==> config.mk <==
export PLATFORM = sky130hd
export DESIGN_NAME = game_controller_flat
export DESIGN_NICKNAME = d
export VERILOG_FILES = /design/src/rtl/game_pkg.sv /design/src/rtl/game_controller_if.sv /design/src/rtl/edge_detect.sv /design/src/rtl/game_controller.sv /design/src/flat_wrapper.sv
export SDC_FILE = /design/constraint.sdc
export NUM_CORES = 1
export LEC_CHECK = 0
export ABC_AREA = 1
export CAP_MARGIN = 10
export CELL_PAD_IN_SITES_DETAIL_PLACEMENT = 1
export CELL_PAD_IN_SITES_GLOBAL_PLACEMENT = 1
export CORE_MARGIN = 5
export CORE_UTILIZATION = 35
export CTS_CLUSTER_DIAMETER = 120
export DETAILED_ROUTE_END_ITERATION = 6
export PLACE_DENSITY_LB_ADDON = 0.1
export SLEW_MARGIN = 25
export SYNTH_ARGS = -nofsm -noshare
export SYNTH_HDL_FRONTEND = slang
export SYNTH_HIERARCHICAL = 1
export SYNTH_SLANG_ARGS = --single-unit
==> constraint.sdc <==
create_clock -name clock_50 -period 3.82 [get_ports clock_50]
set_clock_uncertainty 0.15 [all_clocks]
set_input_delay 0.764 -clock clock_50 [delete_from_list [all_inputs] [get_ports clock_50]]
set_output_delay 0.764 -clock clock_50 [all_outputs]
set_load 0.1 [all_outputs]
==> src/rtl/game_pkg.sv <==
// game_pkg: state encodings, control-word type and defaults shared by the game controller and datapath.
package game_pkg;
   typedef enum logic [2:0] {
      S_INIT   = 3'd0,
      S_SETUP  = 3'd1,
      S_SEQ    = 3'd2,
      S_PLAY   = 3'd3,
      S_CHECK  = 3'd4,
      S_NEXT   = 3'd5,
      S_WINCHK = 3'd6,
      S_RESULT = 3'd7
   } state_t;
   localparam int SETTLE_CYCLES_DEF = 2;
   typedef struct packed {
      logic r1;
      logic r2;
      logic e1;
      logic e2;
      logic e3;
      logic e4;
      logic sel;
   } ctrl_t;
   function automatic ctrl_t ctrl_of(state_t s);
      ctrl_t c;
      c.r1  = s == S_INIT;
      c.r2  = s == S_INIT || s == S_NEXT;
      c.e1  = s == S_SETUP;
      c.e2  = s == S_PLAY;
      c.e3  = s == S_SEQ;
      c.e4  = s == S_NEXT;
      c.sel = s == S_RESULT;
      return c;
   endfunction
endpackage

==> src/rtl/game_controller_if.sv <==
// game_controller_if: datapath status inputs and control outputs between controller and datapath.
interface game_controller_if;
   logic       end_fpga, end_user, end_time, win, match;
   logic       r1, r2, e1, e2, e3, e4, sel;
   logic [2:0] state;
   modport master (
      input  end_fpga, end_user, end_time, win, match,
      output r1, r2, e1, e2, e3, e4, sel, state
   );
   modport slave (
      output end_fpga, end_user, end_time, win, match,
      input  r1, r2, e1, e2, e3, e4, sel, state
   );
endinterface

==> src/rtl/edge_detect.sv <==
// edge_detect: one-cycle pulse on each rising edge of a synchronized level.
module edge_detect (
   input  logic clk,
   input  logic rst_n,
   input  logic d,
   output logic pulse
);
   logic q;
   always_ff @(posedge clk or negedge rst_n)
      if (!rst_n) q <= 1'b0;
      else q <= d;
   assign pulse = d & ~q;
endmodule

==> src/rtl/game_controller.sv <==
// game_controller: Moore FSM sequencing setup, playback, user entry, match check and result display.
module game_controller
   import game_pkg::*;
#(
   parameter int SETTLE_CYCLES = SETTLE_CYCLES_DEF,
   parameter int CNT_W = 2
) (
   input logic clock_50,
   input logic reset,
   input logic enter,
   game_controller_if.master bus
);
   state_t           st, nxt;
   ctrl_t            ctrl;
   logic [CNT_W-1:0] cnt;
   logic             enter_pulse;
   logic             settled;
   edge_detect u_enter (
      .clk(clock_50),
      .rst_n(reset),
      .d(enter),
      .pulse(enter_pulse)
   );
   assign settled = cnt == CNT_W'(SETTLE_CYCLES - 1);
   // end_time is tested first so a same-cycle timeout beats a completed entry
   always_comb begin
      nxt = st;
      case (st)
         S_INIT:   nxt = S_SETUP;
         S_SETUP:  nxt = enter_pulse ? S_SEQ : S_SETUP;
         S_SEQ:    nxt = bus.end_fpga ? S_PLAY : S_SEQ;
         S_PLAY:   nxt = bus.end_time ? S_RESULT : bus.end_user ? S_CHECK : S_PLAY;
         S_CHECK:  nxt = !settled ? S_CHECK : bus.match ? S_NEXT : S_RESULT;
         S_NEXT:   nxt = S_WINCHK;
         S_WINCHK: nxt = bus.win ? S_RESULT : S_SEQ;
         S_RESULT: nxt = enter_pulse ? S_INIT : S_RESULT;
         default:  nxt = S_INIT;
      endcase
   end
   // outputs are registered from the next state so they always match st
   always_ff @(posedge clock_50 or negedge reset)
      if (!reset) begin
         st   <= S_INIT;
         cnt  <= '0;
         ctrl <= ctrl_of(S_INIT);
      end else begin
         st   <= nxt;
         cnt  <= (st == S_CHECK && nxt == S_CHECK) ? cnt + 1'b1 : '0;
         ctrl <= ctrl_of(nxt);
      end
   assign bus.r1    = ctrl.r1;
   assign bus.r2    = ctrl.r2;
   assign bus.e1    = ctrl.e1;
   assign bus.e2    = ctrl.e2;
   assign bus.e3    = ctrl.e3;
   assign bus.e4    = ctrl.e4;
   assign bus.sel   = ctrl.sel;
   assign bus.state = st;
endmodule
==> src/flat_wrapper.sv <==
// flat-port wrapper written by rule: the top's interface ports become plain ports
module game_controller_flat import game_pkg::*;
#(
   parameter int SETTLE_CYCLES = SETTLE_CYCLES_DEF,
   parameter int CNT_W = 2
)
  (clock_50, reset, enter, bus_end_fpga, bus_end_user, bus_end_time, bus_win, bus_match, bus_r1, bus_r2, bus_e1, bus_e2, bus_e3, bus_e4, bus_sel, bus_state);
  game_controller_if bus_i ();
  input logic clock_50;
  input logic reset;
  input logic enter;
  input wire logic [$bits(bus_i.end_fpga)-1:0] bus_end_fpga;
  input wire logic [$bits(bus_i.end_user)-1:0] bus_end_user;
  input wire logic [$bits(bus_i.end_time)-1:0] bus_end_time;
  input wire logic [$bits(bus_i.win)-1:0] bus_win;
  input wire logic [$bits(bus_i.match)-1:0] bus_match;
  output wire logic [$bits(bus_i.r1)-1:0] bus_r1;
  output wire logic [$bits(bus_i.r2)-1:0] bus_r2;
  output wire logic [$bits(bus_i.e1)-1:0] bus_e1;
  output wire logic [$bits(bus_i.e2)-1:0] bus_e2;
  output wire logic [$bits(bus_i.e3)-1:0] bus_e3;
  output wire logic [$bits(bus_i.e4)-1:0] bus_e4;
  output wire logic [$bits(bus_i.sel)-1:0] bus_sel;
  output wire logic [$bits(bus_i.state)-1:0] bus_state;
  assign bus_i.end_fpga = bus_end_fpga;
  assign bus_i.end_user = bus_end_user;
  assign bus_i.end_time = bus_end_time;
  assign bus_i.win = bus_win;
  assign bus_i.match = bus_match;
  assign bus_r1 = bus_i.r1;
  assign bus_r2 = bus_i.r2;
  assign bus_e1 = bus_i.e1;
  assign bus_e2 = bus_i.e2;
  assign bus_e3 = bus_i.e3;
  assign bus_e4 = bus_i.e4;
  assign bus_sel = bus_i.sel;
  assign bus_state = bus_i.state;
  game_controller #(.SETTLE_CYCLES(SETTLE_CYCLES), .CNT_W(CNT_W)) u_core (.clock_50(clock_50), .reset(reset), .enter(enter), .bus(bus_i));
endmodule
==> results.json <==
{
  "start_util": 0.373,
  "drv_slew": 0,
  "htree_num_levels": 1,
  "io_buffers": 17,
  "grt_pass1_wl_microns": 2730,
  "hold_class": "reg2reg",
  "yosysSeqAreaShare": 0.504,
  "final_util": 0.489,
  "num-nets-final": 110,
  "avgSynthCellArea_sq_um": 8.03,
  "cts_buffers": 3,
  "timing.final.ws_setup_ns": 0.935,
  "drt.antenna.violating_nets": 0,
  "period_share": 0.755,
  "root_buffer": "clkbuf_4",
  "path_clk_slew_ns": 0.08,
  "grt_setup_unrepaired": "false",
  "first_pass_iters": 4,
  "dp_slack_ns": 1.24,
  "via_per_inst": 4.71,
  "syn_to_final_growth_pct": 31.2,
  "die_h_microns": 53.1,
  "max-clock-path-buffers": 2,
  "status": "finished clean",
  "syn_area_sq_um": 651,
  "slowest_delay_ns": 1.19,
  "slowest_stage": "clkdlybuf4s50_1",
  "finalSetupTns_ns": 0,
  "syn-num-nets": 90,
  "timing.critical_path.cells": "clkdlybuf4s50_1",
  "grt_max_degree": 14,
  "hold_violations": 0,
  "max_slew_margin": 0.341,
  "maxCapViolCount": 0,
  "drc_errors": 0,
  "worstPathArrival_ns": 1.97,
  "post-route-min-period_ns": 2.89,
  "fillers": 231,
  "finalSetupViolCount": 0,
  "synth_seq_cells": 13,
  "critPathTopFamily": "buffers and inverters",
  "syn_inst": 81,
  "core_sq_um": 1750,
  "gp_congestion": 0.756,
  "track_usage": 0.138,
  "cp_num_buf_inv": 1,
  "antenna_found_initial": 0,
  "cts_tree": "built",
  "die_w_microns": 53.1,
  "place_hpwl_microns": 1310,
  "wl_microns": 1610,
  "drive_above_1_share": 0.100,
  "post_cts_buffers": 0,
  "cts.sinks": 13,
  "drt_iter0_markers": 9,
  "io_pins": 18,
  "overflow": 0,
  "synth_warnings": 6,
  "grt_pass1_vias": 598,
  "cp.required_ns": 2.91,
  "hold_buffers": 0,
  "worstSetupStartpointType": "flop",
  "end_kind": "output port",
  "clock_latency_ns": 0.27,
  "antenna-diode-count": 0,
  "critical_path.max_fanout": 9,
  "path_class": "reg2out",
  "vias": 589,
  "synth_cell_types": 15,
  "die-area_sq_um": 2820,
  "tightestPinTransition_ns": 0.986,
  "rrSetupSlack_ns": 2.19,
  "max_freq_mhz": 347,
  "post_drt_wl_per_cell_microns": 12.9,
  "std_cell_rows": 15,
  "cts_resized": 0
}
## synthesized netlist by cell type
cell type | count | area [sq um]
nor2_2 | 2 | 12.5
dfrtp_1 | 11 | 275
ha_1 | 1 | 12.5
buf_6 | 2 | 22.5
nor3_1 | 2 | 10.0
nand3_1 | 10 | 50.1
inv_1 | 13 | 48.8
o21ai_1 | 1 | 5.00
nand2_1 | 13 | 48.8
dfstp_2 | 2 | 52.6
nor2_1 | 17 | 63.8
nand4_2 | 1 | 12.5
nand4_1 | 4 | 25.0
o21ai_0 | 1 | 5.00
nand2_2 | 1 | 6.26
## worst paths after layout
path | cells past startpoint | from | endpoint
max | 1 | u_core/bus.state[1]$_DFF_PN0_ | bus_state[1]
min | 1 | u_core/cnt[0]$_DFF_PN0_ | u_core/cnt[0]$_DFF_PN0_
max reg2reg | 8 | u_core/bus.state[1]$_DFF_PN0_ | u_core/bus.r2$_DFF_PN1_
min reg2reg | 1 | u_core/cnt[0]$_DFF_PN0_ | u_core/cnt[0]$_DFF_PN0_
max in group asynchronous | 1 | reset | u_core/bus.r2$_DFF_PN1_
min in group asynchronous | 1 | reset | u_core/bus.sel$_DFF_PN0_
## layout make-up
cell class / count / area [sq um] / area share
Multi-Input combinational cell: 53 / 251 / 0.295
Inverter: 13 / 48.8 / 0.0572
Clock buffer: 4 / 26.3 / 0.0308
Timing Repair Buffer: 17 / 168 / 0.196
Tap cell: 25 / 31.3 / 0.0367
Sequential cell: 13 / 328 / 0.384
## layout by cell type (no fill, tap or decap), types with 2 or more instances in the layout
master           instances
inv_1                   13
clkdlybuf4s50_1         16
clkbuf_4                 3
nand3_1                 10
nor2_1                  17
nor2_2                   2
nor3_1                   2
dfrtp_1                 11
nand2_1                 13
nand4_1                  4
dfstp_2                  2
## sequential cells by signal, indices dropped and copies added, names as in the netlist
signal,flops
u_core/cnt,2
u_core/bus.e1,1
u_core/bus.r1,1
u_core/bus.r2,1
u_core/bus.sel,1
u_core/bus.state,3
u_core/bus.e4,1
u_core/bus.e2,1
u_core/u_enter/q,1
u_core/bus.e3,1
## routing by layer
layer  part of all wire  vias to the layer above  GRT usage
met1               0.44                      283      0.162
met4             0.0093                        0     0.0638
met2               0.51                        9      0.233
met3              0.037                        2     0.0338
met5                  0                        -          0
li1                   -                      295          -
## stage by stage
step / instances / area (sq um) / hold slack [ns]
6_report: 125 / 853 / 0.300
5_1_grt: 125 / 853 / 0.322
4_1_cts: 125 / 853 / 0.299
3_5_place_dp: 121 / 827 / 0.288
3_3_place_gp: 121 / 827 / 0.273
2_1_floorplan: 81 / 651 / 0.259
## cells by family after synthesis
group	Yosys count	share of synthesized area
AOI/OAI and AO/OA	2	0.0154
buffers and inverters	15	0.110
DFF	13	0.504
and+or+nand+nor	50	0.352
adders and majority gates	1	0.0192
Power is left out: the tool's default activity adds up to more than one toggle a clock period on the data nets, which glitch-free logic cannot reach.
